`config.mk`:
```
export PLATFORM = sky130hd
export DESIGN_NAME = cruise_ctrl_fsm
export DESIGN_NICKNAME = d
export VERILOG_FILES = /design/src/rtl/cruise_pkg.sv /design/src/rtl/cruise_ctrl_fsm_speed_target_reg.sv /design/src/rtl/cruise_ctrl_fsm.sv
export SDC_FILE = /design/constraint.sdc
export NUM_CORES = 1
export LEC_CHECK = 0
export CAP_MARGIN = 30
export CORE_UTILIZATION = 51
export CTS_CLUSTER_DIAMETER = 80
export CTS_CLUSTER_SIZE = 20
export DETAILED_ROUTE_END_ITERATION = 6
export HOLD_SLACK_MARGIN = 0.15
export PLACE_DENSITY = 0.8
export SLEW_MARGIN = 15
export SYNTH_ARGS = -nofsm -noshare
export SYNTH_HDL_FRONTEND = slang
export SYNTH_SLANG_ARGS = --single-unit
```
`constraint.sdc`:
```
create_clock -name clk -period 2.7 [get_ports clk]
set_input_delay 0.54 -clock clk [delete_from_list [all_inputs] [get_ports clk]]
set_output_delay 0.54 -clock clk [all_outputs]
set_load 0.1 [all_outputs]
```
`src/rtl/cruise_pkg.sv`:
```
// Shared types and default bounds for the cruise-control sequencer.
package cruise_pkg;

    localparam int unsigned SPEED_W_DEF   = 8;
    localparam int unsigned MIN_SPEED_DEF = 45;
    localparam int unsigned MAX_SPEED_DEF = 200;
    localparam int unsigned STEP_DEF      = 1;

    typedef enum logic [2:0] {
        ST_OFF     = 3'd0,
        ST_IDLE    = 3'd1,
        ST_CRUISE  = 3'd2,
        ST_ACCEL   = 3'd3,
        ST_COAST   = 3'd4,
        ST_SUSPEND = 3'd5
    } cruise_state_e;

    // One-hot command from the sequencer to the target register; all-zero holds.
    typedef struct packed {
        logic load;
        logic inc;
        logic dec;
        logic clear;
    } tgt_op_t;

endpackage

```
`src/rtl/cruise_ctrl_fsm_speed_target_reg.sv`:
```
// Held cruise-speed register with saturating load/step operations.
module speed_target_reg
    import cruise_pkg::*;
#(
    parameter int unsigned SPEED_W   = SPEED_W_DEF,
    parameter int unsigned MIN_SPEED = MIN_SPEED_DEF,
    parameter int unsigned MAX_SPEED = MAX_SPEED_DEF,
    parameter int unsigned STEP      = STEP_DEF
) (
    input  logic               clk,
    input  logic               rst_n,
    input  tgt_op_t            op_i,
    input  logic [SPEED_W-1:0] speed_i,
    output logic [SPEED_W-1:0] cruise_speed_o
);

    localparam logic [SPEED_W:0] MAX_W  = (SPEED_W+1)'(MAX_SPEED);
    localparam logic [SPEED_W:0] MIN_W  = (SPEED_W+1)'(MIN_SPEED);
    localparam logic [SPEED_W:0] STEP_W = (SPEED_W+1)'(STEP);

    logic [SPEED_W-1:0] cruise_speed_q;
    logic [SPEED_W-1:0] cruise_speed_d;
    logic [SPEED_W:0]   cur_w;
    logic [SPEED_W:0]   spd_w;
    logic [SPEED_W:0]   sum_w;

    // One extra bit so the increment cannot wrap before saturation.
    assign cur_w = {1'b0, cruise_speed_q};
    assign spd_w = {1'b0, speed_i};
    assign sum_w = cur_w + STEP_W;

    always_comb begin
        cruise_speed_d = cruise_speed_q;
        if (op_i.clear) begin
            cruise_speed_d = '0;
        end else if (op_i.load) begin
            cruise_speed_d = (spd_w > MAX_W) ? MAX_W[SPEED_W-1:0] : speed_i;
        end else if (op_i.inc) begin
            cruise_speed_d = (sum_w > MAX_W) ? MAX_W[SPEED_W-1:0] : sum_w[SPEED_W-1:0];
        end else if (op_i.dec) begin
            cruise_speed_d = (cur_w < MIN_W + STEP_W) ? MIN_W[SPEED_W-1:0]
                                                      : cruise_speed_q - STEP_W[SPEED_W-1:0];
        end
    end

    always_ff @(posedge clk or negedge rst_n) begin
        if (!rst_n) begin
            cruise_speed_q <= '0;
        end else begin
            cruise_speed_q <= cruise_speed_d;
        end
    end

    assign cruise_speed_o = cruise_speed_q;

endmodule

```
`src/rtl/cruise_ctrl_fsm.sv`:
```
// Cruise-control sequencer: engage/suspend/resume state and target-speed commands.
module cruise_ctrl_fsm
    import cruise_pkg::*;
#(
    parameter int unsigned SPEED_W   = SPEED_W_DEF,
    parameter int unsigned MIN_SPEED = MIN_SPEED_DEF,
    parameter int unsigned MAX_SPEED = MAX_SPEED_DEF,
    parameter int unsigned STEP      = STEP_DEF
) (
    input  logic               clk,
    input  logic               rst_n,
    input  logic               on_off_i,
    input  logic               set_i,
    input  logic               accel_i,
    input  logic               coast_i,
    input  logic               resume_i,
    input  logic               cancel_i,
    input  logic               brake_i,
    input  logic [SPEED_W-1:0] speed_i,
    output logic [SPEED_W-1:0] cruise_speed_o,
    output logic               cruise_active_o,
    output logic               valid_target_o,
    output logic [2:0]         state_o
);

    cruise_state_e state_q, state_d;
    logic          active_q, active_d;
    logic          valid_q, valid_d;
    tgt_op_t       op;
    logic          stop;
    logic          set_ok;

    assign stop   = brake_i | cancel_i;
    assign set_ok = set_i && (speed_i >= SPEED_W'(MIN_SPEED));

    // Priority: on_off=0, brake, cancel, set, accel, coast, resume.
    always_comb begin
        state_d = state_q;
        valid_d = valid_q;
        op      = '0;
        if (!on_off_i) begin
            state_d  = ST_OFF;
            valid_d  = 1'b0;
            op.clear = 1'b1;
        end else begin
            unique case (state_q)
                ST_OFF: state_d = ST_IDLE;
                ST_IDLE: begin
                    if (!stop && set_ok) begin
                        state_d = ST_CRUISE;
                        op.load = 1'b1;
                        valid_d = 1'b1;
                    end
                end
                ST_CRUISE: begin
                    if (stop) begin
                        state_d = ST_SUSPEND;
                    end else if (set_i) begin
                        op.load = set_ok;
                    end else if (accel_i) begin
                        state_d = ST_ACCEL;
                    end else if (coast_i) begin
                        state_d = ST_COAST;
                    end
                end
                ST_ACCEL: begin
                    if (stop)          state_d = ST_SUSPEND;
                    else if (!accel_i) state_d = ST_CRUISE;
                    else               op.inc  = 1'b1;
                end
                ST_COAST: begin
                    if (stop)          state_d = ST_SUSPEND;
                    else if (!coast_i) state_d = ST_CRUISE;
                    else               op.dec  = 1'b1;
                end
                ST_SUSPEND: begin
                    if (stop) begin
                        state_d = ST_SUSPEND;
                    end else if (set_i) begin
                        if (set_ok) begin
                            state_d = ST_CRUISE;
                            op.load = 1'b1;
                            valid_d = 1'b1;
                        end
                    end else if (!accel_i && !coast_i && resume_i && valid_q) begin
                        state_d = ST_CRUISE;
                    end
                end
                default: begin
                    state_d  = ST_OFF;
                    valid_d  = 1'b0;
                    op.clear = 1'b1;
                end
            endcase
        end
        active_d = (state_d == ST_CRUISE) || (state_d == ST_ACCEL) || (state_d == ST_COAST);
    end

    always_ff @(posedge clk or negedge rst_n) begin
        if (!rst_n) begin
            state_q  <= ST_OFF;
            active_q <= 1'b0;
            valid_q  <= 1'b0;
        end else begin
            state_q  <= state_d;
            active_q <= active_d;
            valid_q  <= valid_d;
        end
    end

    speed_target_reg #(
        .SPEED_W  (SPEED_W),
        .MIN_SPEED(MIN_SPEED),
        .MAX_SPEED(MAX_SPEED),
        .STEP     (STEP)
    ) u_target (
        .clk           (clk),
        .rst_n         (rst_n),
        .op_i          (op),
        .speed_i       (speed_i),
        .cruise_speed_o(cruise_speed_o)
    );

    assign cruise_active_o = active_q;
    assign valid_target_o  = valid_q;
    assign state_o         = state_q;

endmodule

```
# Word level (Yosys, flattened, before mapping)
# Cells that the tools add are included.
[classes]
muxes = 44
addsub = 2
bitwise = 1
n_eq_ne = 13
n_reduce_logical = 15
magnitude_cmp = 4
[ops]
columns = ["operator", "count"]
rows = [
  ["$mux 8", 7],
  ["$mux 3", 15],
  ["$mux 1", 19],
  ["$pmux 3 s6", 1],
  ["$eq 3x2->1 const B", 4],
  ["$ne 3x3->1 const B", 4],
  ["$add 8x1->9 const B", 1],
  ["$eq 3x3->1 const B", 3],
  ["$gt 9x8->1 const B", 1],
  ["$ge 8x6->1 const B", 1],
  ["$gt 8x8->1 const B", 1],
  ["$lt 8x6->1 const B", 1],
  ["$sub 8x1->8 const B", 1],
  ["$pmux 1 s3", 2],
  ["$reduce_or 6->1", 1],
  ["$logic_and 1x1->1", 5],
  ["$reduce_and 5->1", 1],
  ["$reduce_bool 4->1", 1],
  ["$reduce_or 4->1", 1],
  ["$eq 3x1->1 const B", 1],
  ["$logic_not 1->1", 3],
  ["$logic_not 3->1", 1],
  ["$logic_or 1x1->1", 2],
  ["$ne 2x2->1 const B", 1],
  ["$or 1x1->1", 1],
]
[totals]
word_cells = 83
output_inout_bits = 13
inputBits = 17
register_bits = 13

# Longest topological paths before layout
# Gate-level depths: netlist (run 1).
[logic_depth]
word_depth = 12
ltp_mapped = 9
ltp_nobuf = 8

# By module
# From an unflattened synthesis (run 1), not the netlist that was laid out.
[unflattened]
hier_cells = 190
hier_area_um2 = 1420.1
[modules_own_cells]
columns = ["module", "area_per_inst_um2", "seq_area_each_um2", "cells_per_inst", "n_inst"]
rows = [
  ["speed_target_reg", 973.4, 200.2, 132, 1],
  ["cruise_ctrl_fsm", 446.7, 125.1, 58, 1],
]

# Least setup slack after synthesis (run 1)
# No wires, ideal clock.
[synth_path]
kind = "register -> register"
start = "register u_target.cruise_speed_q[1] (netlist: u_target.cruise_speed_o[1])"
end = "register u_target.cruise_speed_q[4] (netlist: u_target.cruise_speed_o[4])"
n_path_buf = 1
setup_time_ps = 126
t_arrival_ps = 2645
required_ps = 2574
synth_period_minus_slack_ps = 2771
stages_incl_launch_ff = 10
path_slack_ps = -71
cell_sequence = "dfrtp_1 > ha_1 > buf_6 > and3_4 > nor3_1 > o32ai_1 > o2bb2ai_1 > nor2_2 > a21o_1 > a221o_1"
[synth_between]
elab_chain_len = 6
elab_cells_between_ends = 10
classes_between = "add/sub: 2; order compare: 2; mux: 6"
[synth_rtl]
columns = ["element", "line_no", "source"]
rows = [
  ["start, declared", "cruise_ctrl_fsm_speed_target_reg.sv:21", "logic [SPEED_W-1:0] cruise_speed_q;"],
  ["start signal, assigned", "cruise_ctrl_fsm_speed_target_reg.sv:50", "cruise_speed_q <= cruise_speed_d;"],
  ["$add 8x1->9 (tied with other cells)", "cruise_ctrl_fsm_speed_target_reg.sv:30", "assign sum_w = cur_w + STEP_W;"],
  ["$gt 9x8->1 or $mux 8 (tied branches)", "cruise_ctrl_fsm_speed_target_reg.sv:39, cruise_ctrl_fsm_speed_target_reg.sv:41", ""],
  ["$mux 8, on equally long branches", "cruise_ctrl_fsm_speed_target_reg.sv:39, cruise_ctrl_fsm_speed_target_reg.sv:40", ""],
  ["$mux 8 *", "cruise_ctrl_fsm_speed_target_reg.sv:38", "end else if (op_i.inc) begin"],
  ["$mux 8 *", "cruise_ctrl_fsm_speed_target_reg.sv:36", "end else if (op_i.load) begin"],
  ["$mux 8 *", "cruise_ctrl_fsm_speed_target_reg.sv:34", "if (op_i.clear) begin"],
]
# Every way passes the cells marked *; elsewhere a longest branch is shown, timed or not. The select of a mux whose other input is x is not followed.
# A chain may end at the register's enable or synchronous reset.

# Final worst setup path (run 1)
[layout_path]
start = "register u_target.cruise_speed_q[0] (netlist: u_target.cruise_speed_o[0])"
end = "register u_target.cruise_speed_q[3] (netlist: u_target.cruise_speed_o[3])"
# Same word-level chain as after synthesis.

==> results.md, run 1 <==
- IO buf count: 29
- Initial drt markers: 86
- Initial antenna violation count: 0
- WL final: 4107 um
- Worst-path clk slew: 70 ps
- Root Buffer: clkbuf_4
- Post-route non-filler standard cell count: 245
- Syn nets: 202
- Total track usage: 30.35%
- Die Area: 0.002931 sq mm
- Setup crit end kind: flip-flop
- Final setup viols: 0
- Pleak: 0.0006959 uW
- FFs w/ async S/R, synth: 100.0%
- GRT overflow: 0
- DIE WIDTH: 54.14 um
- Row count: 18
- WHS: 557.5 ps
- Placed cell area: 0.001693 sq mm
- DP HPWL: 3197 um
- Wirelength per Cell: 16.76 um
- Seq/Total Area, Yosys: 23.47%
- Detailed-route via count: 1,606
- Most frequent cells in the layout: buf_4 (23), nand2_1 (19), nor2_1 (18), clkdlybuf4s50_1 (16), dfrtp_1 (11)
- Antenna Nets Post-Route: 0
- Setup TNS: 0 ps
- Final Skew: 0.7708 ps
- Worst-Skew Late Latency: 270 ps
- Placed Cells incl. Taps: 241
- Final Hold Vio Count: 0
- Die H: 54.14 um
- Initial core utilization: 54.96%
- Min Tclk post-route: 2458 ps
- Drt pass-1 iters: 5
- RSZ-0062 raised after global routing: no
- Share of layout cells above drive strength 1: 17.67%
- FMAX: 406.9 MHz
- Cell area after layout: 0.001719 sq mm
- Power Density: 371.7 mW/mm^2
- Status: finished clean
- Synth Register Bits: 13
- Commonest non-fill, non-tap cell in the layout: buf_4
- Warnings, synthesis: 0
- Worst-path cell chain: ha_1, and3_4, and4_4, o32ai_1, o2bb2ai_1, nor2_2, a2111oi_1, a311o_1
- Post-DR vias/cell: 6.555
- Crit start category: flip-flop
- Ports: 30
- CP peak stage delay: 450 ps
- Global-route wire length before repair: 6506 um
- Post_cts resized: 0
- EDFF count, synth: 0
- Worst slew margin: 61.70%
- CTS tree: yes
- Hold_buf cts: 0
- Final Util: 68.15%
- Crit-path max FO: 9
- Nets: 236
- Max clock buf depth: 2
- Pins over their slew limit: 0
- Part of the cycle the worst path needs: 91.03%
- Max cap viols: 0
- Setup Buffers After CTS: 0
- Detailed-route DRC error count: 0
- Worst hold path class: flip-flop to flip-flop
- Max VDD drop: 440.4 uV
- WP data required: 2910 ps
- Area Overhead vs Synth: 24.01%
- Crit path kind: flip-flop to flip-flop
- H-tree levels: 1
- Diode count: 0
- Clk sinks: 13
- Post-synthesis area per instance: 7.617 sq um
- Mapped cell area: 0.001386 sq mm
- Post-synthesis cell count: 182
- Largest net degree at the start of global routing: 14
- Vias in the first global route: 1,510
- Predominant post-synthesis flop cell: dfrtp_1
- CP max-delay cell: a2111oi_1
- Synth cell types: 65
- Crit path DAT: 2670 ps
- Num CTS Buffers: 3
- Placer congestion estimate: 0.9191
- Worst-Margin Slew: 572.8 ps
- Core area: 0.002522 sq mm
## cell families after synthesis
family | after synthesis | share of synthesized area (%)
simple gates | 90 | 35.29
compound gates | 56 | 29.06
buf+inv | 15 | 6.137
flops | 13 | 23.47
xor+xnor | 4 | 2.528
fa+ha+maj | 3 | 2.708
mux | 1 | 0.8122
## cell usage after synthesis (all sizes together), types with 2 or more instances
cell | instances | area (sq um)
nand2 | 20 | 77.58
nor2 | 20 | 85.08
dfrtp | 13 | 325.3
o21ai | 11 | 55.05
a21oi | 10 | 50.05
nand3 | 10 | 50.05
buf | 8 | 58.80
nor3 | 8 | 40.04
and2 | 5 | 31.28
inv | 5 | 18.77
nand4 | 5 | 31.28
a31oi | 4 | 25.02
and3 | 4 | 30.03
ha | 3 | 37.54
nor4 | 3 | 18.77
a211oi | 2 | 15.01
a21o | 2 | 15.01
a221o | 2 | 20.02
a221oi | 2 | 23.77
a41oi | 2 | 17.52
and4 | 2 | 20.02
clkbuf | 2 | 7.510
nand3b | 2 | 15.01
nor2b | 2 | 12.51
nor4b | 2 | 23.77
o211ai | 2 | 15.01
o32ai | 2 | 17.52
or3 | 2 | 12.51
xnor2 | 2 | 17.52
xor2 | 2 | 17.52
## where the power goes
part           internal (uW)  switching, uW  leakage (uW)  total, uW
combinational           94.3            194      0.000511        288
clock                   57.2           58.7     0.0000150        116
sequential               207           28.3      0.000170        235
## flip-flops by register name, indices dropped and copies added (netlist names)
name and cells:
valid_target_o 1, state_o 3, u_target.cruise_speed_o 8, cruise_active_o 1
## layer usage
metal  vias to the layer above  global-route usage [%]  share of wire, %
li1                        761                       -                 -
met1                       752                   34.79                39
met2                        87                   57.11                52
met3                         6                   6.215               7.2
met4                         0                   5.556               1.6
met5                         -                       0                 0
## worst paths after layout
path                       cells after the start                       start                         end  slack (ps)
min in group asynchronous                      1                       rst_n  u_target.cruise_speed_o[7]         630
min reg2reg                                    1              valid_target_o              valid_target_o         560
min                                            1              valid_target_o              valid_target_o         560
max in group asynchronous                      1                       rst_n  u_target.cruise_speed_o[1]        1660
max                                            8  u_target.cruise_speed_o[0]  u_target.cruise_speed_o[3]         240
max reg2reg                                    8  u_target.cruise_speed_o[0]  u_target.cruise_speed_o[3]         240
## critical path: cells and delay by family (launching register included)
kind / cells / cell delay [ps]
AOI/OAI and AO/OA: 4 / 1160
DFF: 1 / 410
and+or+nand+nor: 3 / 510
adders and majority gates: 1 / 320
## cell type report
class,instances,area [sq um]
inverter,5,18.77
fill,226,803.3
tap,30,37.54
multi-input combinational,154,975.9
clock buffer,4,26.28
sequential,13,327.8
timing repair buffer,39,332.8
## per-stage QoR
step	setup slack (ps)	total power, uW
6_report	242.3	639.0
5_1_grt	100.7	673.9
4_1_cts	258.4	642.2
3_5_place_dp	120.0	523.3
3_3_place_gp	176.6	518.7
2_1_floorplan	123.6	431.5
No activity file was read; power rests on OpenSTA's default activity.
==> run 2, diff against run 1 <==
==> constraint.sdc (replaced) <==
create_clock -name clk -period 2.7 [get_ports clk]
set_input_delay 0.405 -clock clk [delete_from_list [all_inputs] [get_ports clk]]
set_output_delay 0.405 -clock clk [all_outputs]
set_load 0.1 [all_outputs]
==> run 2 against run 1 <==
  * Fmax grew 1.4%
  * Highest routed layer unchanged
  * First-iteration DRC count down 7.0%
  * Clock skew is essentially flat
  * Critical path depth unchanged
  * Final cell count shrank 1.2%
  * Largest cell class unchanged
  * Clock power increased by 6%
  * Critical endpoint unchanged
  * Worst hold slack got worse by 57 ps
  * Die area unchanged
  * Final area is 1.3% lower
  * Sequential cell count stayed put
==> results.md, run 2 (synthesis results as in run 1) <==
- Status: finished clean
- Part of the cycle the worst path needs: 89.76% (-1.3 points)
- Most frequent cells in the layout: buf_4 (20), nand2_1 (19), nor2_1 (18), clkdlybuf4s50_1 (16), dfrtp_1 (11)
- Area Overhead vs Synth: 22.38%
- IO buf count: 29 (unchanged)
- Die H: 54.14 um (unchanged)
- Hold_buf cts: 0 (unchanged)
- Placer congestion estimate: 0.9432 (+2.6%)
- Worst-path clk slew: 80 ps (about the same)
- Detailed-route via count: 1,650 (+2.7%)
- Worst-Margin Slew: 601.5 ps (+28.75 ps)
- Vias in the first global route: 1,440 (-4.6%)
- Initial core utilization: 54.96% (unchanged)
- WL final: 4024 um (-2.0%)
- Worst hold path class: input pin to asynchronous set/reset pin
- Worst slew margin: 59.77% (-1.9 points)
- Pins over their slew limit: 0 (unchanged)
- Nets: 233 (-1.3%)
- Drt pass-1 iters: 5 (unchanged)
- Number of flip-flops in the largest register: 8 (unchanged)
- Detailed-route DRC error count: 0 (unchanged)
- CTS tree: yes
- Post_cts resized: 0 (unchanged)
- Worst-Skew Late Latency: 280 ps (about the same)
- Post-DR vias/cell: 6.818 (+4.0%)
- Initial antenna violation count: 0 (unchanged)
- Max VDD drop: 481.9 uV (+9.4%)
- DIE WIDTH: 54.14 um (unchanged)
- WP data required: 2920 ps (about the same)
- Pleak: 0.0006825 uW (-1.9%)
- Clk sinks: 13 (unchanged)
- Met1 usage: 37.21% (+2.4 points)
- Row count: 18 (unchanged)
- Setup Buffers After CTS: 0 (unchanged)
- Fillers: 224 (-0.88%)
- Global-route wire length before repair: 6389 um (-1.8%)
- Crit start category: flip-flop
- Final setup viols: 0 (unchanged)
- Diode count: 0 (unchanged)
- H-tree levels: 1 (unchanged)
- Min Tclk post-route: 2423 ps (-34.26 ps)
- Crit-path max FO: 9 (unchanged)
- Root Buffer: clkbuf_4
- GRT overflow: 0 (unchanged)
- Share of layout cells above drive strength 1: 16.51% (-1.2 points)
- Crit path kind: flip-flop to flip-flop
- Initial drt markers: 80 (-7.0%)
- Gr busiest metal: met2
- Antenna Nets Post-Route: 0 (unchanged)
- Met3 global-route usage: 6.215% (unchanged)
- Commonest non-fill, non-tap cell in the layout: buf_4
- DP HPWL: 3066 um (-4.1%)
- RSZ-0062 raised after global routing: no
- Setup TNS: 0 ps (unchanged)
- Largest net degree at the start of global routing: 15 (+1)
- Final Util: 67.26% (-0.89 points)
- Total track usage: 29.91% (-0.45 points)
- Num CTS Buffers: 3 (unchanged)
- Max cap viols: 0 (unchanged)
- Max clock buf depth: 2 (unchanged)
- Grt met2 use: 52.64% (-4.5 points)
- Placed Cells incl. Taps: 238 (-1.2%)
- Core area: 0.002522 sq mm (unchanged)
- Die Area: 0.002931 sq mm (unchanged)
- FMAX: 412.6 MHz (+1.4%)
- Ports: 30 (unchanged)
- Post-route non-filler standard cell count: 242 (-1.2%)
- Crit path DAT: 2640 ps (-30 ps)
- Final Skew: 0.5745 ps (-0.1963 ps)
- Final Hold Vio Count: 0 (unchanged)
- Setup crit end kind: flip-flop
- Wirelength per Cell: 16.63 um (-0.81%)
- Power Density: 377.3 mW/mm^2 (+1.5%)
## run 2: cell types whose count changed in the layout (fill, tap and decap cells not counted)
cell,delta
buf_4,-3
## run 2: path summary, 6_finish.rpt
check / from / end / slack [ps] / cells past startpoint
setup / recovery: u_target.cruise_speed_o[1] / u_target.cruise_speed_o[3] / 280 / 8
hold / removal: rst_n / u_target.cruise_speed_o[4] / 500 / 1
setup reg to reg: u_target.cruise_speed_o[1] / u_target.cruise_speed_o[3] / 280 / 8
hold reg to reg: valid_target_o / valid_target_o / 540 / 1
max in group asynchronous: rst_n / u_target.cruise_speed_o[1] / 1780 / 1
min in group clk: valid_target_o / valid_target_o / 540 / 1
## run 2: layer usage
| metal | vias to the layer above | share of wire, % |
|---|---|---|
| met5 | - | 0 |
| li1 | 764 | - |
| met2 | 106 | 50 |
| met4 | 0 | 2.0 |
| met1 | 770 | 40 |
| met3 | 10 | 8.0 |
## run 2: layout make-up
type / instances / area [sq um] / area share [%]
repair buffers: 36 / 310.3 / 18.29
inverters: 5 / 18.77 / 1.106
clock buffers: 4 / 26.28 / 1.549
well taps: 30 / 37.54 / 2.212
multi-input cells: 154 / 975.9 / 57.52
flip-flops and latches: 13 / 327.8 / 19.32
## run 2: metrics by stage
stage | hold slack [ps] | power, uW | setup slack (ps) | cell area, sq um
after floorplan | 109.4 | 431.5 | 123.6 | 1389
after CTS | 510.3 | 638.2 | 301.4 | 1697
after detailed placement | 512.4 | 516.9 | 267.9 | 1670
after global placement | 519.1 | 512.8 | 293.2 | 1670
final | 500.1 | 640.1 | 276.6 | 1697
after global routing | 540.1 | 669.2 | 165.3 | 1697
## run 2: report_power, final
group | internal [uW] | switching (uW)
Clock | 57.4 | 65.4
Sequential | 207 | 35.0
Combinational | 89.9 | 186
## run 2: critical path, stage by stage, from the launching register on
cell       delay (ps)
dfrtp_2           490
ha_1              250
and3_4            200
and4_4            180
o32ai_1           240
o2bb2ai_1         230
nor2_2             90
a2111oi_1         500
a311o_1           190
==> run 3, diff against run 2 <==
--- a/config.mk
+++ b/config.mk
@@ -10,6 +10,7 @@
 export CTS_CLUSTER_DIAMETER = 80
 export CTS_CLUSTER_SIZE = 20
 export DETAILED_ROUTE_END_ITERATION = 6
+export GPL_TIMING_DRIVEN = 0
 export HOLD_SLACK_MARGIN = 0.15
 export PLACE_DENSITY = 0.8
 export SLEW_MARGIN = 15
==> run 3 against run 2 <==
  * Clock-buffer cell count unchanged
  * Clock power hardly changed
  * Die area unchanged
  * Via count is 2.1% lower
==> results.md, run 3 (synthesis results as in run 1) <==
- Vias in the first global route: 1,469 (+2.0%)
- H-tree levels: 1 (unchanged)
- WL final: 4022 um (about the same)
- Pins over their slew limit: 0 (unchanged)
- Initial drt markers: 56 (-30%)
- Switching Share: 44.04% (-0.66 points)
- Core area: 0.002522 sq mm (unchanged)
- Number of flip-flops in the largest register: 8 (unchanged)
- Post-route non-filler standard cell count: 245 (+1.2%)
- Clk sinks: 13 (unchanged)
- Root Buffer: clkbuf_4
- Wirelength per Cell: 16.42 um (-1.3%)
- Clock network fraction of total power: 18.7% (-0.5 points)
- Internal cell power: 362.9 uW (+2.5%)
- IO buf count: 29 (unchanged)
- Max VDD drop: 435.6 uV (-9.6%)
- Antenna Nets Post-Route: 0 (unchanged)
- GRT overflow: 0 (unchanged)
- Min Tclk post-route: 2475 ps (+51.31 ps)
- Post_cts resized: 0 (unchanged)
- CP max-delay cell: dfrtp_2
- WL met3: 215 um (-33%)
- Cell area after layout: 0.001743 sq mm (+2.7%)
- Final Util: 69.10% (+1.8 points)
- Max cap viols: 0 (unchanged)
- Initial antenna violation count: 0 (unchanged)
- Flop pwr share: 34.9% (-2.9 points)
- Detailed-route DRC error count: 0 (unchanged)
- Final Skew: 7.702 ps (+7.128 ps)
- Final Hold Vio Count: 0 (unchanged)
- Crit start category: flip-flop
- Wl on met1: 1656 um (+1.8%)
- Part of the cycle the worst path needs: 91.66% (+1.9 points)
- Global-route wire length before repair: 6368 um (-0.33%)
- Final setup viols: 0 (unchanged)
- Dpl ws: 20.40 ps (-247.5 ps)
- Placer congestion estimate: 0.9059 (-4.0%)
- Setup crit end kind: flip-flop
- Hold_buf cts: 0 (unchanged)
- Worst hold path class: input pin to asynchronous set/reset pin
- Crit path kind: flip-flop to flip-flop
- Total track usage: 30.02% (+0.12 points)
- RSZ-0062 raised after global routing: no
- CTS tree: yes
- Detailed-route via count: 1,615 (-2.1%)
- Status: finished clean
- Die H: 54.14 um (unchanged)
- Worst R2R Path Depth: 9 (+1)
- Placed cell area: 0.001717 sq mm (+2.8%)
- Initial core utilization: 54.96% (unchanged)
- Worst-path cell chain: ha_1, buf_6, and3_4, and4_4, o32ai_1, o2bb2ai_1, nor2_2, a2111oi_1, a311o_1
- Pleak: 0.0006666 uW (-2.3%)
- Worst-Skew Late Latency: 280 ps (about the same)
- CP peak stage delay: 480 ps (-20 ps)
- Drt pass-1 iters: 4 (-1)
- Most frequent cells in the layout: clkdlybuf4s50_1 (29), nand2_1 (19), nor2_1 (18), dfrtp_1 (11)
- FMAX: 404.1 MHz (-2.1%)
- Setup Buffers After CTS: 0 (unchanged)
- Crit path DAT: 2690 ps (+50 ps)
- Num CTS Buffers: 3 (unchanged)
- Placed Cells incl. Taps: 241 (+1.3%)
- Ports: 30 (unchanged)
- Nets: 236 (+1.3%)
- Setup TNS: 0 ps (unchanged)
- DP HPWL: 3149 um (+2.7%)
- Logic pwr share: 46.4% (+3.3 points)
- Area Overhead vs Synth: 25.72%
- Commonest non-fill, non-tap cell in the layout: clkdlybuf4s50_1
- WP data required: 2910 ps (about the same)
- Share of layout cells above drive strength 1: 10.23% (-6.3 points)
- Diode count: 0 (unchanged)
- Met2 WL: 2016 um (+1.0%)
- Worst-path clk slew: 80 ps (about the same)
- Max clock buf depth: 2 (unchanged)
- Top Layer Used: met4
- Post-DR vias/cell: 6.592 (-3.3%)
- Switching power: 285.6 uW (-0.18%)
- Die Area: 0.002931 sq mm (unchanged)
- Worst-Margin Slew: 1003 ps (+401.4 ps)
- DIE WIDTH: 54.14 um (unchanged)
- Crit-path max FO: 9 (unchanged)
- Row count: 18 (unchanged)
- Largest net degree at the start of global routing: 14 (-1)
- Final Worst Setup Slack: 225.3 ps (-51.31 ps)
- Worst slew margin: 32.93% (-27 points)
- Power Density: 372.1 mW/mm^2 (-1.4%)
==> run 3: changes by cell type in the layout (fill, tap and decap cells not counted), sizes merged <==
cell and change:
clkdlybuf4s50 +13, clkbuf +2, buf -12
==> run 3: path summary, 6_finish.rpt <==
check / from / endpoint / slack, ps
setup / recovery: u_target.cruise_speed_o[0] / u_target.cruise_speed_o[3] / 230
hold / removal: rst_n / u_target.cruise_speed_o[6] / 500
setup reg to reg: u_target.cruise_speed_o[0] / u_target.cruise_speed_o[3] / 230
hold reg to reg: valid_target_o / valid_target_o / 540
max in group asynchronous: rst_n / u_target.cruise_speed_o[0] / 1760
min in group clk: valid_target_o / valid_target_o / 540
==> run 3: critical path, delay by kind of cell (launching register included) <==
family / cells / cell delay [ps]
compound gates: 4 / 1120
simple gates: 3 / 440
fa+ha+maj: 1 / 230
flops: 1 / 480
buf+inv: 1 / 140
==> run 3: power by group through the flow <==
stage               Clock [uW]  Sequential (uW)  Combinational [uW]
finish                     121              227                 301
global route               134              230                 320
CTS                        124              227                 298
detailed placement           0              230                 298
global placement             0              229                 292
floorplan                    0              315                 117
==> run 3: area by class of cell <==
| cell class | instances | area [sq um] |
|---|---|---|
| sequential | 13 | 327.8 |
| multi-input combinational | 154 | 975.9 |
| clock buffer | 4 | 26.28 |
| inverter | 5 | 18.77 |
| buffer | 10 | 66.31 |
| fill | 216 | 779.5 |
| tap | 30 | 37.54 |
| timing repair buffer | 29 | 290.3 |
==> run 3: per-stage QoR <==
step                      power [uW]  hold WS [ps]
final                          648.5         503.4
after global routing           683.8         556.0
after CTS                      648.8         508.5
after detailed placement       527.8         520.8
after global placement         521.3         512.8
after floorplan                431.5         109.4
==> run 3: routing by layer <==
metal | track usage [%] | vias to the layer above
li1 | - | 778
met1 | 34.18 | 746
met2 | 53.25 | 75
met3 | 5.650 | 16
met4 | 13.68 | 0
met5 | 0 | -
